**config.mk**
```make
export PLATFORM = sky130hd
export DESIGN_NAME = noc_vc_output_arbiter
export DESIGN_NICKNAME = d
export VERILOG_FILES = /design/src/rtl/noc_vc_output_arbiter.sv
export SDC_FILE = /design/constraint.sdc
export NUM_CORES = 1
export LEC_CHECK = 0
export BUFFER_PORTS_ARGS = -buffer_cell sky130_fd_sc_hd__buf_2
export CAP_MARGIN = 40
export CORE_AREA = 4 4 129 131
export CTS_BUF_LIST = sky130_fd_sc_hd__clkbuf_16
export DETAILED_ROUTE_END_ITERATION = 12
export DIE_AREA = 0 0 133 135
export PLACE_DENSITY = 0.66
export SYNTH_ARGS = -nofsm -noshare
export SYNTH_HDL_FRONTEND = slang
export SYNTH_SLANG_ARGS = --single-unit
export TNS_END_PERCENT = 20
```
**constraint.sdc**
```tcl
create_clock -name clk -period 2.8 [get_ports clk]
set_input_delay 0.14 -clock clk [delete_from_list [all_inputs] [get_ports clk]]
set_output_delay 0.14 -clock clk [all_outputs]
set_load 0.02 [all_outputs]
```
**src/rtl/noc_vc_output_arbiter.sv**
```systemverilog
// Wormhole output-port scheduler: round-robin packet arbitration over NUM_IN
// FWFT input FIFOs, grant held until tail, credit-gated registered link output.
module noc_vc_output_arbiter #(
    parameter int NUM_IN     = 4,
    parameter int DATA_WIDTH = 64,
    parameter int CREDITS    = 4
) (
    input  logic                           clk,
    input  logic                           rst_n,
    input  logic [NUM_IN-1:0]              fifo_empty,
    input  logic [NUM_IN*DATA_WIDTH-1:0]   fifo_dout,
    output logic [NUM_IN-1:0]              fifo_rd_en,
    output logic                           out_valid,
    output logic [DATA_WIDTH-1:0]          out_data,
    output logic [$clog2(NUM_IN)-1:0]      out_src,
    input  logic                           credit_return,
    output logic [$clog2(CREDITS+1)-1:0]   credit_count,
    output logic                           locked,
    output logic                           credit_err,
    output logic                           proto_err
);

    localparam int IDX_W = $clog2(NUM_IN);
    localparam int CNT_W = $clog2(CREDITS+1);

    localparam logic [1:0] FT_HEAD   = 2'b01;
    localparam logic [1:0] FT_TAIL   = 2'b10;
    localparam logic [1:0] FT_SINGLE = 2'b11;

    typedef enum logic {IDLE = 1'b0, LOCKED = 1'b1} state_t;

    state_t                  state_q, state_d;
    logic [IDX_W-1:0]        owner_q, owner_d;
    logic [IDX_W-1:0]        rr_ptr_q, rr_ptr_d;
    logic [CNT_W-1:0]        credit_q, credit_d;
    logic                    out_valid_q, out_valid_d;
    logic [DATA_WIDTH-1:0]   out_data_q, out_data_d;
    logic [IDX_W-1:0]        out_src_q, out_src_d;
    logic                    credit_err_q, credit_err_d;
    logic                    proto_err_q, proto_err_d;

    logic [NUM_IN-1:0]       starts_pkt;
    logic [NUM_IN-1:0]       eligible;
    logic [NUM_IN-1:0]       bad_head;
    logic                    can_send;
    logic                    win_found;
    logic [IDX_W-1:0]        win_idx;
    logic [IDX_W-1:0]        cand_idx;
    int                      cand;
    logic                    pop_en;
    logic [IDX_W-1:0]        pop_idx;
    logic [DATA_WIDTH-1:0]   pop_flit;
    logic [1:0]              pop_type;
    logic [NUM_IN-1:0]       rd_en;

    function automatic logic [IDX_W-1:0] idx_inc(input logic [IDX_W-1:0] idx);
        if (int'(idx) == NUM_IN-1) return '0;
        return idx + 1'b1;
    endfunction

    // Head and single both have the low type bit set; body and tail do not.
    for (genvar g = 0; g < NUM_IN; g++) begin : g_in
        assign starts_pkt[g] = fifo_dout[g*DATA_WIDTH + DATA_WIDTH-2];
        assign eligible[g]   = !fifo_empty[g] &&  starts_pkt[g];
        assign bad_head[g]   = !fifo_empty[g] && !starts_pkt[g];
    end

    assign can_send = (credit_q != '0);

    always_comb begin
        win_found = 1'b0;
        win_idx   = '0;
        cand      = 0;
        cand_idx  = '0;
        for (int k = 0; k < NUM_IN; k++) begin
            cand = int'(rr_ptr_q) + k;
            if (cand >= NUM_IN) cand = cand - NUM_IN;
            cand_idx = IDX_W'(cand);
            if (!win_found && eligible[cand_idx]) begin
                win_found = 1'b1;
                win_idx   = cand_idx;
            end
        end
    end

    always_comb begin
        if (state_q == IDLE) begin
            pop_en  = can_send && win_found;
            pop_idx = win_idx;
        end else begin
            pop_en  = can_send && !fifo_empty[owner_q];
            pop_idx = owner_q;
        end
        pop_flit = fifo_dout[int'(pop_idx)*DATA_WIDTH +: DATA_WIDTH];
        pop_type = pop_flit[DATA_WIDTH-1 -: 2];
        rd_en    = '0;
        if (pop_en && rst_n) rd_en[pop_idx] = 1'b1;
    end

    assign fifo_rd_en = rd_en;

    always_comb begin
        state_d      = state_q;
        owner_d      = owner_q;
        rr_ptr_d     = rr_ptr_q;
        credit_d     = credit_q;
        credit_err_d = credit_err_q;
        proto_err_d  = proto_err_q;
        out_valid_d  = pop_en;
        out_data_d   = pop_en ? pop_flit : out_data_q;
        out_src_d    = pop_en ? pop_idx  : out_src_q;

        case (state_q)
            IDLE: begin
                if (|bad_head) proto_err_d = 1'b1;
                if (pop_en) begin
                    if (pop_type == FT_SINGLE) begin
                        rr_ptr_d = idx_inc(win_idx);
                    end else begin
                        state_d = LOCKED;
                        owner_d = win_idx;
                    end
                end
            end
            LOCKED: begin
                if (pop_en) begin
                    if (pop_type == FT_TAIL) begin
                        state_d  = IDLE;
                        rr_ptr_d = idx_inc(owner_q);
                    end else if (pop_type == FT_HEAD || pop_type == FT_SINGLE) begin
                        proto_err_d = 1'b1;
                    end
                end
            end
            default: state_d = IDLE;
        endcase

        // A pop and a return in the same cycle cancel out.
        case ({pop_en, credit_return})
            2'b10: credit_d = credit_q - 1'b1;
            2'b01: begin
                if (credit_q == CNT_W'(CREDITS)) credit_err_d = 1'b1;
                else                             credit_d     = credit_q + 1'b1;
            end
            default: ;
        endcase
    end

    always_ff @(posedge clk) begin
        if (!rst_n) begin
            state_q      <= IDLE;
            owner_q      <= '0;
            rr_ptr_q     <= '0;
            credit_q     <= CNT_W'(CREDITS);
            out_valid_q  <= 1'b0;
            out_data_q   <= '0;
            out_src_q    <= '0;
            credit_err_q <= 1'b0;
            proto_err_q  <= 1'b0;
        end else begin
            state_q      <= state_d;
            owner_q      <= owner_d;
            rr_ptr_q     <= rr_ptr_d;
            credit_q     <= credit_d;
            out_valid_q  <= out_valid_d;
            out_data_q   <= out_data_d;
            out_src_q    <= out_src_d;
            credit_err_q <= credit_err_d;
            proto_err_q  <= proto_err_d;
        end
    end

    assign out_valid    = out_valid_q;
    assign out_data     = out_data_q;
    assign out_src      = out_src_q;
    assign credit_count = credit_q;
    assign locked       = (state_q == LOCKED);
    assign credit_err   = credit_err_q;
    assign proto_err    = proto_err_q;

endmodule

```
==> run_results.csv <==
group,metric,value,unit
run_status,status,"completed",
critical_path,crit_chain,"nand3b_1, a311oi_4, mux2_2, or3_1, a311oi_2, mux2i_1",
sta,clock_skew,0.004502,ns
cts,cts_root_buf,"clkbuf_16",
placed_design,place_congestion,0.9093,
layout,layout-drive-gt1-share,34.16,%
layout,fill_cells,1693,
critical_path,ff2ff_setup_slack,0.18,ns
grt,antenna_found_initial,0,
yosys,synthCells,819,
cts,clockBufferDepth,2,
floorplanning,die_area,17960,µm²
layout,nets,1385,
grt,grt_use_total,20.08,%
yosys,yosys_warnings,0,
critical_path,cp-end-kind,"register",
floorplanning,initial_core_util,33.31,%
sta,fin_crit_sh,93.67,%
sta,max_freq,381.3,MHz
floorplanning,num_rows,46,
yosys,syn_area_per_cell,6.345,µm²
critical_path,cp-endpoint,"owner_q[0]",
critical_path,path_max_fanout,6,
floorplanning,die_w,133,µm
sta,layout_setup_ws,0.1773,ns
yosys,synth_area_leaders,"dfxtp_1 30%, nand2_1 24%, nand3_1 18%",
yosys,synth_seq_cells,77,
yosys,yosysSeqAreaShare,29.67,%
cts,clk_pin_slew,0.06,ns
routing,drc,0,
sta,tightest_slew,0.6123,ns
grt,grt_first_pass_wirelength,29570,µm
yosys,synth_area,5196,µm²
routing,dr.pass1.iters,5,
yosys,synthDistinctLibCells,53,
pwr,p_leak,3.768,nW
floorplanning,core,15600,µm²
cts,tritoncts,"built",
sta,slew_violations,0,
critical_path,slowest_delay,0.50,ns
yosys,ys_async_sr_fraction,0,%
critical_path,required,3.05,ns
floorplanning,die_y,135,µm
pwr,power_density,1062,nW/µm²
critical_path,start_kind,"register",
yosys,synth.most_common_cell,"nand2_1",
cts,clock_sinks,77,
placed_design,dpl.hpwl,15000,µm
cts,clk_latency,0.33,ns
yosys,synth_edf_count,0,
grt,first_global_vias,6046,
routing,dr_total_vias,6512,
critical_path,timing.rr.start,"rr_ptr_q[1]",
layout,syn2layout_area_growth,43.56,%
yosys,syn_nets,1084,
sta,fin_tns_setup,0,ns
yosys,synth_top_area_cell,"dfxtp_1",
sta,fin_crit,2.623,ns
placed_design,place_ws,0.2408,ns
yosys,netlist.area_leader.share,29.67,%
critical_path,worst_ep_arrival_time,2.88,ns
grt,grt-ovfl-total,0,
sta,setup_viol,0,
layout,n_antenna_cell,0,
routing,drt_iter0_markers,290,
critical_path,critPathKind,"register to register",
routing,postRouteAntennaNets,0,
cts,numCtsBuffers,9,
flow_run,drv_cap,0,
sta,hold_viol_final,0,
routing,routed_via_density,4.860,
pwr,ir_worst_vdd,0.0005999,V
sta,slew_headroom,58.83,%
critical_path,reg2reg_depth,6,
grt,grt_max_degree,68,
placed_design,numPortBuffers,339,
sta,rsz0062_at_grt,"false",
critical_path,cp-startpoint,"rr_ptr_q[1]",
routing,routed_wl,19110,µm
layout,fin_util,47.83,%
cts,h-tree-depth,3,
hold_path,min_path_type,"input pin to register",
critical_path,crit_slowest_cell,"a311oi_4",
floorplanning,ios,340,
yosys,synthTopCellsByCount,"332 x nand2_1, 189 x nand3_1, 77 x dfxtp_1, 64 x a21boi_0, 47 x clkbuf_1",
yosys,ys.flop_type,"dfxtp_1",
routing,wl_per_cell,14.26,µm
critical_path,r2r_end,"owner_q[0]",
-- report_power, final --
group | switching (mW) | internal (mW) | total [mW] | leakage [nW]
sequential | 0.262 | 1.59 | 1.85 | 0.637
combinational | 3.11 | 1.68 | 4.79 | 2.97
clock | 0.425 | 0.857 | 1.28 | 0.160
total | 3.80 | 4.12 | 7.93 | 3.77
-- cells in the final DEF, fill, tap and decap left out, drive strengths merged, types with 2 or more instances in the layout --
| cell type | netlist | routed |
|---|---|---|
| o21a | 3 | 3 |
| inv | 3 | 3 |
| o21ai | 7 | 7 |
| o211a | 2 | 2 |
| clkbuf | 47 | 9 |
| and2 | 2 | 2 |
| nor3 | 5 | 5 |
| nor2 | 7 | 7 |
| nor4b | 3 | 3 |
| nor2b | 5 | 5 |
| o31a | 2 | 2 |
| buf | 19 | 356 |
| nor3b | 4 | 4 |
| or3 | 3 | 3 |
| mux2i | 5 | 5 |
| or2 | 2 | 2 |
| a211oi | 4 | 4 |
| clkinv | 1 | 4 |
| a21boi | 66 | 66 |
| o22ai | 2 | 2 |
| a21oi | 3 | 3 |
| nand3 | 189 | 189 |
| nand2 | 332 | 332 |
| nand2b | 3 | 3 |
| a311oi | 2 | 2 |
| o31ai | 2 | 2 |
| dfxtp | 77 | 77 |
| bufinv | 0 | 3 |
-- worst max-delay path: cells and delay by family, from the launching register on --
family             cells  cell delay, ns
AOI/OAI and AO/OA      2            0.94
DFF                    1            0.46
muxes                  2            0.63
and+or+nand+nor        2            0.52
-- kinds of logic after synthesis --
kind of cell / synth area share, %
AOI/OAI and AO/OA: 15.48
xor gates and xnor gates: 0.3372
adders and majority gates: 0.6260
buffers and inverters: 5.394
DFF: 29.67
muxes: 1.613
and+or+nand+nor: 46.88
-- worst min path at each step --
stage              startpoint      endpoint  slack, ns  cells after the start
2_1_floorplan   credit_return    credit_err       0.36                      2
3_3_place_gp     out_data[19]  out_data[19]       0.45                      2
3_5_place_dp     out_data[11]  out_data[11]       0.45                      2
4_1_cts         fifo_dout[31]  out_data[31]       0.19                      5
5_1_grt        fifo_dout[115]  out_data[51]       0.21                      5
6_report         fifo_dout[7]   out_data[7]       0.20                      5
-- per-stage QoR --
step / power, mW / cell area, µm² / std cells / hold slack (ns)
6_report: 7.925 / 7460 / 1340 / 0.2032
4_1_cts: 8.010 / 7450 / 1340 / 0.1854
3_3_place_gp: 6.602 / 7094 / 1324 / 0.4457
5_1_grt: 8.581 / 7460 / 1340 / 0.2079
2_1_floorplan: 5.059 / 5196 / 819 / 0.3591
3_5_place_dp: 6.695 / 7122 / 1325 / 0.4534
-- final cells by class --
class / count / area, µm² / share of cell area, %
well taps: 216 / 270.3 / 3.623
flip-flops and latches: 77 / 1541 / 20.66
clock inverters: 6 / 102.6 / 1.375
repair buffers: 356 / 1898 / 25.44
clock buffers: 9 / 225.2 / 3.019
inverters: 4 / 15.01 / 0.2013
multi-input cells: 672 / 3407 / 45.67
-- per-layer routing --
metal  share of wire (%)  up-vias  global-route usage, %
met4                 2.4        0                  7.333
li1                    -     3362                      -
met2                  50      239                  35.72
met5                   0        -                      0
met1                  41     2883                  24.06
met3                 6.8       28                  3.912
-- repair_timing --
item,4_1_cts,5_1_grt
hold buffers,0,0
gates resized for setup,0,2
setup endpoints to repair,0,26
endpoints found under the hold margin,0,0
buffers inserted,0,0
-- sequential cells by signal (all words and copies together) (netlist names) --
signal	count
owner_q	2
out_src	2
out_valid	1
rr_ptr_q	2
credit_count	3
locked	1
proto_err	1
credit_err	1
out_data	64
Power figures use the tool's default switching activity.
